`config.mk`:
```
export PLATFORM = sky130hd
export DESIGN_NAME = pulse_gen
export DESIGN_NICKNAME = d
export VERILOG_FILES = /design/src/rtl/pulse_gen_pkg.sv /design/src/rtl/pulse_gen.sv
export SDC_FILE = /design/constraint.sdc
export NUM_CORES = 1
export LEC_CHECK = 0
export ABC_AREA = 0
export CAP_MARGIN = 25
export CORE_ASPECT_RATIO = 1.2
export CORE_MARGIN = 2
export CORE_UTILIZATION = 36
export CTS_CLUSTER_SIZE = 28
export DETAILED_ROUTE_END_ITERATION = 8
export MAX_ROUTING_LAYER = met4
export PLACE_DENSITY = 0.62
export SETUP_SLACK_MARGIN = 0.05
export SKIP_CTS_REPAIR_TIMING = 1
export SYNTH_ARGS = -nofsm -noshare
export SYNTH_HDL_FRONTEND = slang
export SYNTH_SLANG_ARGS = --single-unit
```
`constraint.sdc`:
```
create_clock -name clk -period 2.9 [get_ports clk]
set_input_delay 0.58 -clock clk [delete_from_list [all_inputs] [get_ports clk]]
set_output_delay 0.58 -clock clk [all_outputs]
set_load 0.01 [all_outputs]
```
`src/rtl/pulse_gen_pkg.sv`:
```
// Shared types and defaults for the pulse_gen programmable pulse-train generator.
package pulse_gen_pkg;

  localparam int PG_CNT_W = 8;

  typedef enum logic [1:0] {
    IDLE = 2'd0,
    HIGH = 2'd1,
    LOW  = 2'd2
  } pg_state_e;

endpackage

```
`src/rtl/pulse_gen.sv`:
```
// Programmable pulse-train generator: one trigger yields count_i pulses of high_len_i cycles
// separated by low_len_i cycles. Optional abort input enabled by `define PULSE_GEN_ABORT_EN.
module pulse_gen
  import pulse_gen_pkg::*;
#(
  parameter int CNT_W = PG_CNT_W
) (
  input  logic             clk,
  input  logic             resetn,
  input  logic             start_i,
  input  logic [CNT_W-1:0] high_len_i,
  input  logic [CNT_W-1:0] low_len_i,
  input  logic [CNT_W-1:0] count_i,
  output logic             pulse_o,
  output logic             busy_o,
  output logic             done_o
`ifdef PULSE_GEN_ABORT_EN
  ,
  input  logic             abort_i
`endif
);

  localparam logic [CNT_W-1:0] ONE = CNT_W'(1);

  pg_state_e        state;
  logic [CNT_W-1:0] high_len;
  logic [CNT_W-1:0] low_len;
  logic [CNT_W-1:0] hcnt;
  logic [CNT_W-1:0] lcnt;
  logic [CNT_W-1:0] rem;
  logic [CNT_W-1:0] high_clamped;
  logic [CNT_W-1:0] low_clamped;
  logic             abort;

`ifdef PULSE_GEN_ABORT_EN
  assign abort = abort_i;
`else
  assign abort = 1'b0;
`endif

  // A zero length would otherwise underflow the reload value, so it is treated as one cycle.
  assign high_clamped = (high_len_i == '0) ? ONE : high_len_i;
  assign low_clamped  = (low_len_i == '0) ? ONE : low_len_i;

  always_ff @(posedge clk or negedge resetn) begin
    if (!resetn) begin
      state    <= IDLE;
      high_len <= '0;
      low_len  <= '0;
      hcnt     <= '0;
      lcnt     <= '0;
      rem      <= '0;
      done_o   <= 1'b0;
    end else begin
      done_o <= 1'b0;
      if (abort && (state != IDLE)) begin
        state <= IDLE;
      end else begin
        case (state)
          IDLE: begin
            if (start_i && !abort) begin
              high_len <= high_clamped;
              low_len  <= low_clamped;
              if (count_i != '0) begin
                state <= HIGH;
                hcnt  <= high_clamped - ONE;
                rem   <= count_i - ONE;
              end else begin
                done_o <= 1'b1;
              end
            end
          end
          HIGH: begin
            if (hcnt != '0) begin
              hcnt <= hcnt - ONE;
            end else if (rem == '0) begin
              state  <= IDLE;
              done_o <= 1'b1;
            end else begin
              state <= LOW;
              lcnt  <= low_len - ONE;
            end
          end
          LOW: begin
            // Reloading hcnt here keeps the next pulse exactly high_len cycles wide.
            if (lcnt != '0) begin
              lcnt <= lcnt - ONE;
            end else begin
              state <= HIGH;
              hcnt  <= high_len - ONE;
              rem   <= rem - ONE;
            end
          end
          default: state <= IDLE;
        endcase
      end
    end
  end

  assign pulse_o = (state == HIGH);
  assign busy_o  = (state != IDLE);

endmodule

```
==> out/results.tsv, run 1 <==
stage	metric	value	unit
status	status	complete, but fails checks	
status	failing checks	design-rule violations	
grt	gr ovfl total	0	
timing	unrepaired setup endpoints after global routing	no	
clock_network	CTS Buf Count	5	
timing	setup ws final	0.198	ns
flow_run	Max Cap Viol	0	
critical_path	Crit Reg-Reg Startpoint	state[1]	
clock_network	clock tree root buffer cell	clkbuf_8	
detailed_routing	Routed Antenna Nets	0	
clock_network	CTS tree	done	
clock_network	Worst-path clk slew	0.09	ns
logic_synthesis	Syn. warnings	0	
power	Lkg Pwr	1.34	nW
clock_network	CTS Sinks	43	
die	Die H	102	um
placed_design	PortBufs	29	
placed_design	Routability Congestion	0.908	
die	row count	35	
finish	most frequent cells in the layout	dfrtp_1 (43), clkdlybuf4s50_1 (28), a21oi_1 (18), nand2_1 (17), mux2_2 (16)	
critical_path	CP arrival	2.12	ns
critical_path	FF-to-FF setup slack	0.31	ns
timing	worst slew pin tran	0.755	ns
logic_synthesis	Unique masters post-synth	65	
logic_synthesis	Top FF cell, synth	dfrtp_1	
grt	global-route wire length before repair	10.9	mm
critical_path	CP bufs+invs	2	
grt	pin count of the biggest net entering global routing	30	
logic_synthesis	Async S/R FF share, synth	100	%
logic_synthesis	post-synthesis sequential area ratio	37.1	%
critical_path	worst-path cell chain	inv_1 > ha_1 > clkdlybuf4s50_1	
logic_synthesis	Syn Area/Cell	10.1	um2
logic_synthesis	Mapped Area	2900	um2
logic_synthesis	syn nets	323	
placed_design	Final HPWL DP	4.79	mm
detailed_routing	first-pass detailed-route iteration total	6	
die	Core Area	7750	um2
placed_design	Cell Area, Placed	3280	um2
finish	# nets final	354	
timing	Period minus WS final	2.70	ns
finish	Syn-to-layout area delta	18.1	%
grt	GRT Util Overall	16.1	%
hold_path	HP Class	primary input to asynchronous set/reset pin	
detailed_routing	vias per std cell	5.64	
detailed_routing	DRT Wirelength	6.38	mm
timing	Final Hold Vio Count	0	
finish	design area	3420	um2
die	die area	8780	um2
die	I/O pin cnt	30	
timing	final setup vio count	0	
timing	Min Hold Slack	0.176	ns
grt	number of global-route vias before repair	2247	
detailed_routing	# DRC	4	
timing	Slew Limit Fails	0	
logic_synthesis	Mapped Cells	288	
critical_path	largest delay contributor family on the critical path	buffers and inverters	
finish	Final Core Density	44.1	%
power	pwr/cell area	1170	nW/um2
finish	layout cells sized above 1	16.6	%
die	Die X	85.9	um
finish	fillers	738	
timing	worst relative slew slack	49.5	%
timing	Setup TNS Final	0	ns
grt	initial antenna violation count	0	
finish	# diodes	0	
critical_path	Critical Path Max Stage Delay	0.68	ns
detailed_routing	DRT iter0 DRCs	75	
logic_synthesis	number of synthesized register bits	43	
critical_path	Worst R2R Path Depth	10	
timing	Layout Skew	0.0220	ns
clock_network	Worst-Skew Late Latency	0.31	ns
clock_network	Clock Path Buffers	2	
critical_path	CP Capture Type	output port	
logic_synthesis	Post-synth EDFFs	0	
timing	Max Fclk	0.370	GHz
placed_design	Place WS	0.113	ns
clock_network	number of H-tree levels	2	
power	maximum vdd drop	0.000585	V
detailed_routing	via count	2325	
detailed_routing	DR WL/cell	15.5	um
critical_path	CP Class	flip-flop to output port	
timing	Tcrit/Tclk final	93.2	%
die	Initial Util	37.4	%
critical_path	CP startpoint kind	flip-flop	
critical_path	Crit path required time	2.32	ns
critical_path	FF-to-FF End	hcnt[6]	
finish	commonest non-fill, non-tap cell in the layout	dfrtp_1	
critical_path	Slowest-stage cell, CP	clkdlybuf4s50_1	
critical_path	crit-path max FO	16	
==> stage by stage <==
stage,cells,total power [mW]
final,412,4.00
after global routing,412,4.35
after CTS,412,4.03
after detailed placement,404,3.45
after global placement,404,3.42
after floorplan,288,2.95
==> where the power goes <==
| part | switching, mW | internal [mW] |
|---|---|---|
| clock network | 0.218 | 0.345 |
| registers | 0.322 | 0.916 |
| logic | 1.14 | 1.07 |
==> sequential cells by signal, summed over array words and instances (netlist names) <==
signal / flops
done_o: 1
hcnt: 8
high_len: 8
lcnt: 8
low_len: 8
rem: 8
state: 2
==> how the worst max path moves through the flow <==
stage	startpoint	endpoint	cells after the start
global route	state[1]	pulse_o	3
floorplan	state[0]	hcnt[6]	11
CTS	state[1]	pulse_o	3
detailed placement	high_len_i[3]	hcnt[6]	9
finish	state[1]	pulse_o	3
global placement	high_len_i[6]	hcnt[6]	9
==> cell usage after synthesis (all sizes together) (2+ instances only) <==
cell      n  area share (%)
dfrtp    43              37
a21oi    18             3.1
nand2    18             2.4
mux2     17             6.6
nor2     14             1.8
mux2i    13             5.4
nor3     13             2.8
o21ai    13             2.2
xor2     13             3.9
buf      12             2.8
nor4     11             3.1
inv      10             1.3
ha        8             3.5
nor3b     6             1.7
a221o     5             1.7
a21o      4             1.0
a22o      4             1.2
a2bb2oi   4             1.2
a31oi     4            0.86
and2      4            0.86
o22ai     4            0.86
or3       4            0.86
and3      3            0.65
o2111ai   3            0.91
o211ai    3            0.95
o21bai    3            0.78
a2111oi   2            0.60
a211oi    2            0.69
a221oi    2             1.4
a22oi     2            0.52
a31o      2            0.60
clkbuf    2            0.26
nand3     2            0.35
nor2b     2            0.43
o221ai    2            0.82
or2       2            0.43
xnor2     2            0.60
==> layer usage <==
| layer | global-route usage [%] | wire, um | up-vias | part of all wire (%) |
|---|---|---|---|---|
| met1 | 19.5 | 2890 | 1117 | 45 |
| met4 | 5.98 | 71 | 0 | 1.1 |
| li1 | - | - | 1156 | - |
| met5 | - | 0 | - | 0 |
| met3 | 2.99 | 254 | 8 | 4.0 |
| met2 | 26.7 | 3160 | 44 | 50 |
==> kinds of logic after synthesis <==
| kind of cell | synth area share, % |
|---|---|
| xor+xnor | 4.54 |
| compound gates | 22.5 |
| buf+inv | 4.32 |
| mux | 12.0 |
| fa+ha+maj | 3.46 |
| simple gates | 16.1 |
| flops | 37.1 |
==> final cells by class <==
class | instances | area [um2] | share of cell area (%)
Multi-Input combinational cell | 221 | 1710 | 49.9
Sequential cell | 43 | 1080 | 31.4
Timing Repair Buffer | 38 | 353 | 10.3
Tap cell | 92 | 115 | 3.36
Clock buffer | 6 | 72.6 | 2.12
Clock inverter | 2 | 60.1 | 1.76
Inverter | 10 | 37.5 | 1.10
(Power assumes the default switching activity.)
==> run 2, diff against run 1 <==
--- a/config.mk
+++ b/config.mk
@@ -13,7 +13,7 @@
 export CTS_CLUSTER_SIZE = 28
 export DETAILED_ROUTE_END_ITERATION = 8
 export MAX_ROUTING_LAYER = met4
-export PLACE_DENSITY = 0.62
+export PLACE_DENSITY = 0.64
 export SETUP_SLACK_MARGIN = 0.05
 export SKIP_CTS_REPAIR_TIMING = 1
 export SYNTH_ARGS = -nofsm -noshare
==> constraint.sdc (replaced) <==
create_clock -name clk -period 2.3 [get_ports clk]
set_input_delay 0.46 -clock clk [delete_from_list [all_inputs] [get_ports clk]]
set_output_delay 0.46 -clock clk [all_outputs]
set_load 0.01 [all_outputs]
==> out/results.tsv, run 2 (synthesized netlist as in run 1, its figures left out) <==
stage	metric	value	unit
clock_network	clock tree root buffer cell	clkbuf_8	
placed_design	PortBufs	29	
timing	Max Fclk	0.459	GHz
finish	layout cells sized above 1	31.7	%
clock_network	Clock Path Buffers	2	
placed_design	placed cell count	446	
timing	Min Hold Slack	0.127	ns
power	Lkg Pwr	1.57	nW
power	Comb pwr share	62.2	%
finish	Syn-to-layout area delta	32.9	%
power	Reg power frac	29.1	%
die	I/O pin cnt	30	
grt	initial antenna violation count	0	
clock_network	Worst-path clk slew	0.09	ns
clock_network	CTS tree	done	
die	row count	35	
finish	Final Core Density	49.7	%
power	Clk pwr share	8.7	%
clock_network	Worst-Skew Late Latency	0.30	ns
clock_network	number of H-tree levels	2	
clock_network	CTS Buf Count	5	
die	die area	8780	um2
detailed_routing	DR WL/cell	15.5	um
timing	unrepaired setup endpoints after global routing	yes	
critical_path	crit-path max FO	13	
detailed_routing	vias per std cell	5.59	
timing	worst relative slew slack	64.9	%
finish	design area	3850	um2
grt	gr ovfl total	0	
critical_path	Critical Path Max Stage Delay	0.40	ns
timing	Layout Skew	0.0104	ns
timing	Final Hold Vio Count	0	
hold_path	HP Class	primary input to asynchronous set/reset pin	
power	Int Power	3.14	mW
clock_network	CTS Sinks	43	
power	maximum vdd drop	0.000855	V
timing	Period minus WS final	2.18	ns
power	pwr/cell area	1430	nW/um2
die	Core Area	7750	um2
detailed_routing	first-pass detailed-route iteration total	7	
finish	# nets final	397	
die	Die H	102	um
detailed_routing	DRT iter0 DRCs	111	
critical_path	worst-path cell chain	inv_2 > ha_4 > buf_4 > mux2i_1 > nand3_1 > a21o_1 > xor2_1 > o32ai_1	
grt	number of global-route vias before repair	2574	
die	Die X	85.9	um
finish	most frequent cells in the layout	buf_4 (51), dfrtp_1 (43), clkdlybuf4s50_1 (26), nand2_1 (17), a21oi_1 (17)	
detailed_routing	via count	2543	
critical_path	CP startpoint kind	flip-flop	
critical_path	Crit path required time	2.50	ns
finish	commonest non-fill, non-tap cell in the layout	buf_4	
critical_path	CP Capture Type	flip-flop	
critical_path	CP Class	flip-flop to flip-flop	
timing	Tcrit/Tclk final	94.7	%
placed_design	Cell Area, Placed	3610	um2
finish	# diodes	0	
grt	GRT Util Overall	17.3	%
finish	Final Non-Filler Cells	455	
grt	global-route wire length before repair	11.8	mm
timing	worst slew pin tran	0.527	ns
die	Initial Util	37.4	%
timing	Slew Limit Fails	0	
placed_design	Final HPWL DP	5.34	mm
status	status	finished, final reports clean	
grt	pin count of the biggest net entering global routing	24	
power	Switching Share	43.0	%
critical_path	Slowest-stage cell, CP	dfrtp_1	
timing	final setup vio count	0	
detailed_routing	# DRC	0	
critical_path	CP arrival	2.37	ns
placed_design	Routability Congestion	0.908	
detailed_routing	Routed Antenna Nets	0	
power	Net Sw Power	2.37	mW
flow_run	Max Cap Viol	0	
detailed_routing	DRT Wirelength	7.03	mm
-- run 2: changes by cell type in the layout (fill, tap and decap cells not counted), moves of 3 or more --
| cell | previous run | this run |
|---|---|---|
| buf_4 | 9 | 51 |
| nor3_1 | 10 | 7 |
| nor3_2 | 3 | 6 |
| nor3b_1 | 5 | 2 |
| o2111ai_1 | 3 | 0 |
| o2111ai_2 | 0 | 3 |
-- run 2: per-layer routing --
layer	share of wire, %	global-route usage (%)	wire length, um	up-vias
met5	0	-	0	-
met2	53	31.1	3700	53
met4	1.8	6.47	126	0
li1	-	-	-	1243
met3	3.3	2.50	233	8
met1	42	19.4	2970	1239
-- run 2: path summary, 6_finish.rpt --
kind,startpoint,endpoint,slack [ns],cells after the start
setup / recovery,state[0],lcnt[7],0.12,8
hold / removal,resetn,lcnt[0],0.13,1
setup reg to reg,state[0],lcnt[7],0.12,8
hold reg to reg,high_len[1],high_len[1],0.52,1
max in group asynchronous,resetn,state[0],1.67,2
min in group clk,high_len[1],high_len[1],0.52,1
-- run 2: cell type report --
cell class	count	area, um2
Timing Repair Buffer	81	693
Sequential cell	43	1080
Fill cell	721	3900
Tap cell	92	115
Inverter	10	37.5
Clock buffer	6	72.6
Multi-Input combinational cell	221	1840
Clock inverter	2	12.5
-- run 2: worst max-delay path, delay by kind of cell, from the launching register on --
family          cells  cell delay (ns)
compound gates      2             0.45
xor+xnor            1             0.14
fa+ha+maj           1             0.25
buf+inv             2             0.33
flops               1             0.40
mux                 1             0.27
simple gates        1             0.22
-- run 2: power groups by stage --
stage | logic (mW) | registers, mW | clock network, mW
2_1_floorplan | 2.28 | 1.45 | 0
3_3_place_gp | 3.14 | 1.56 | 0
3_5_place_dp | 3.19 | 1.58 | 0
4_1_cts | 3.21 | 1.56 | 0.498
5_1_grt | 3.77 | 1.67 | 0.526
6_report | 3.43 | 1.60 | 0.480
-- run 2: metrics by stage --
stage | setup WS (ns) | TNS (ns) | total power [mW]
2_1_floorplan | 0.0523 | 0 | 3.74
3_3_place_gp | -0.181 | -0.377 | 4.70
3_5_place_dp | -0.191 | -0.498 | 4.77
4_1_cts | -0.0716 | -0.148 | 5.27
5_1_grt | -0.0372 | -0.0676 | 5.96
6_report | 0.121 | 0 | 5.51
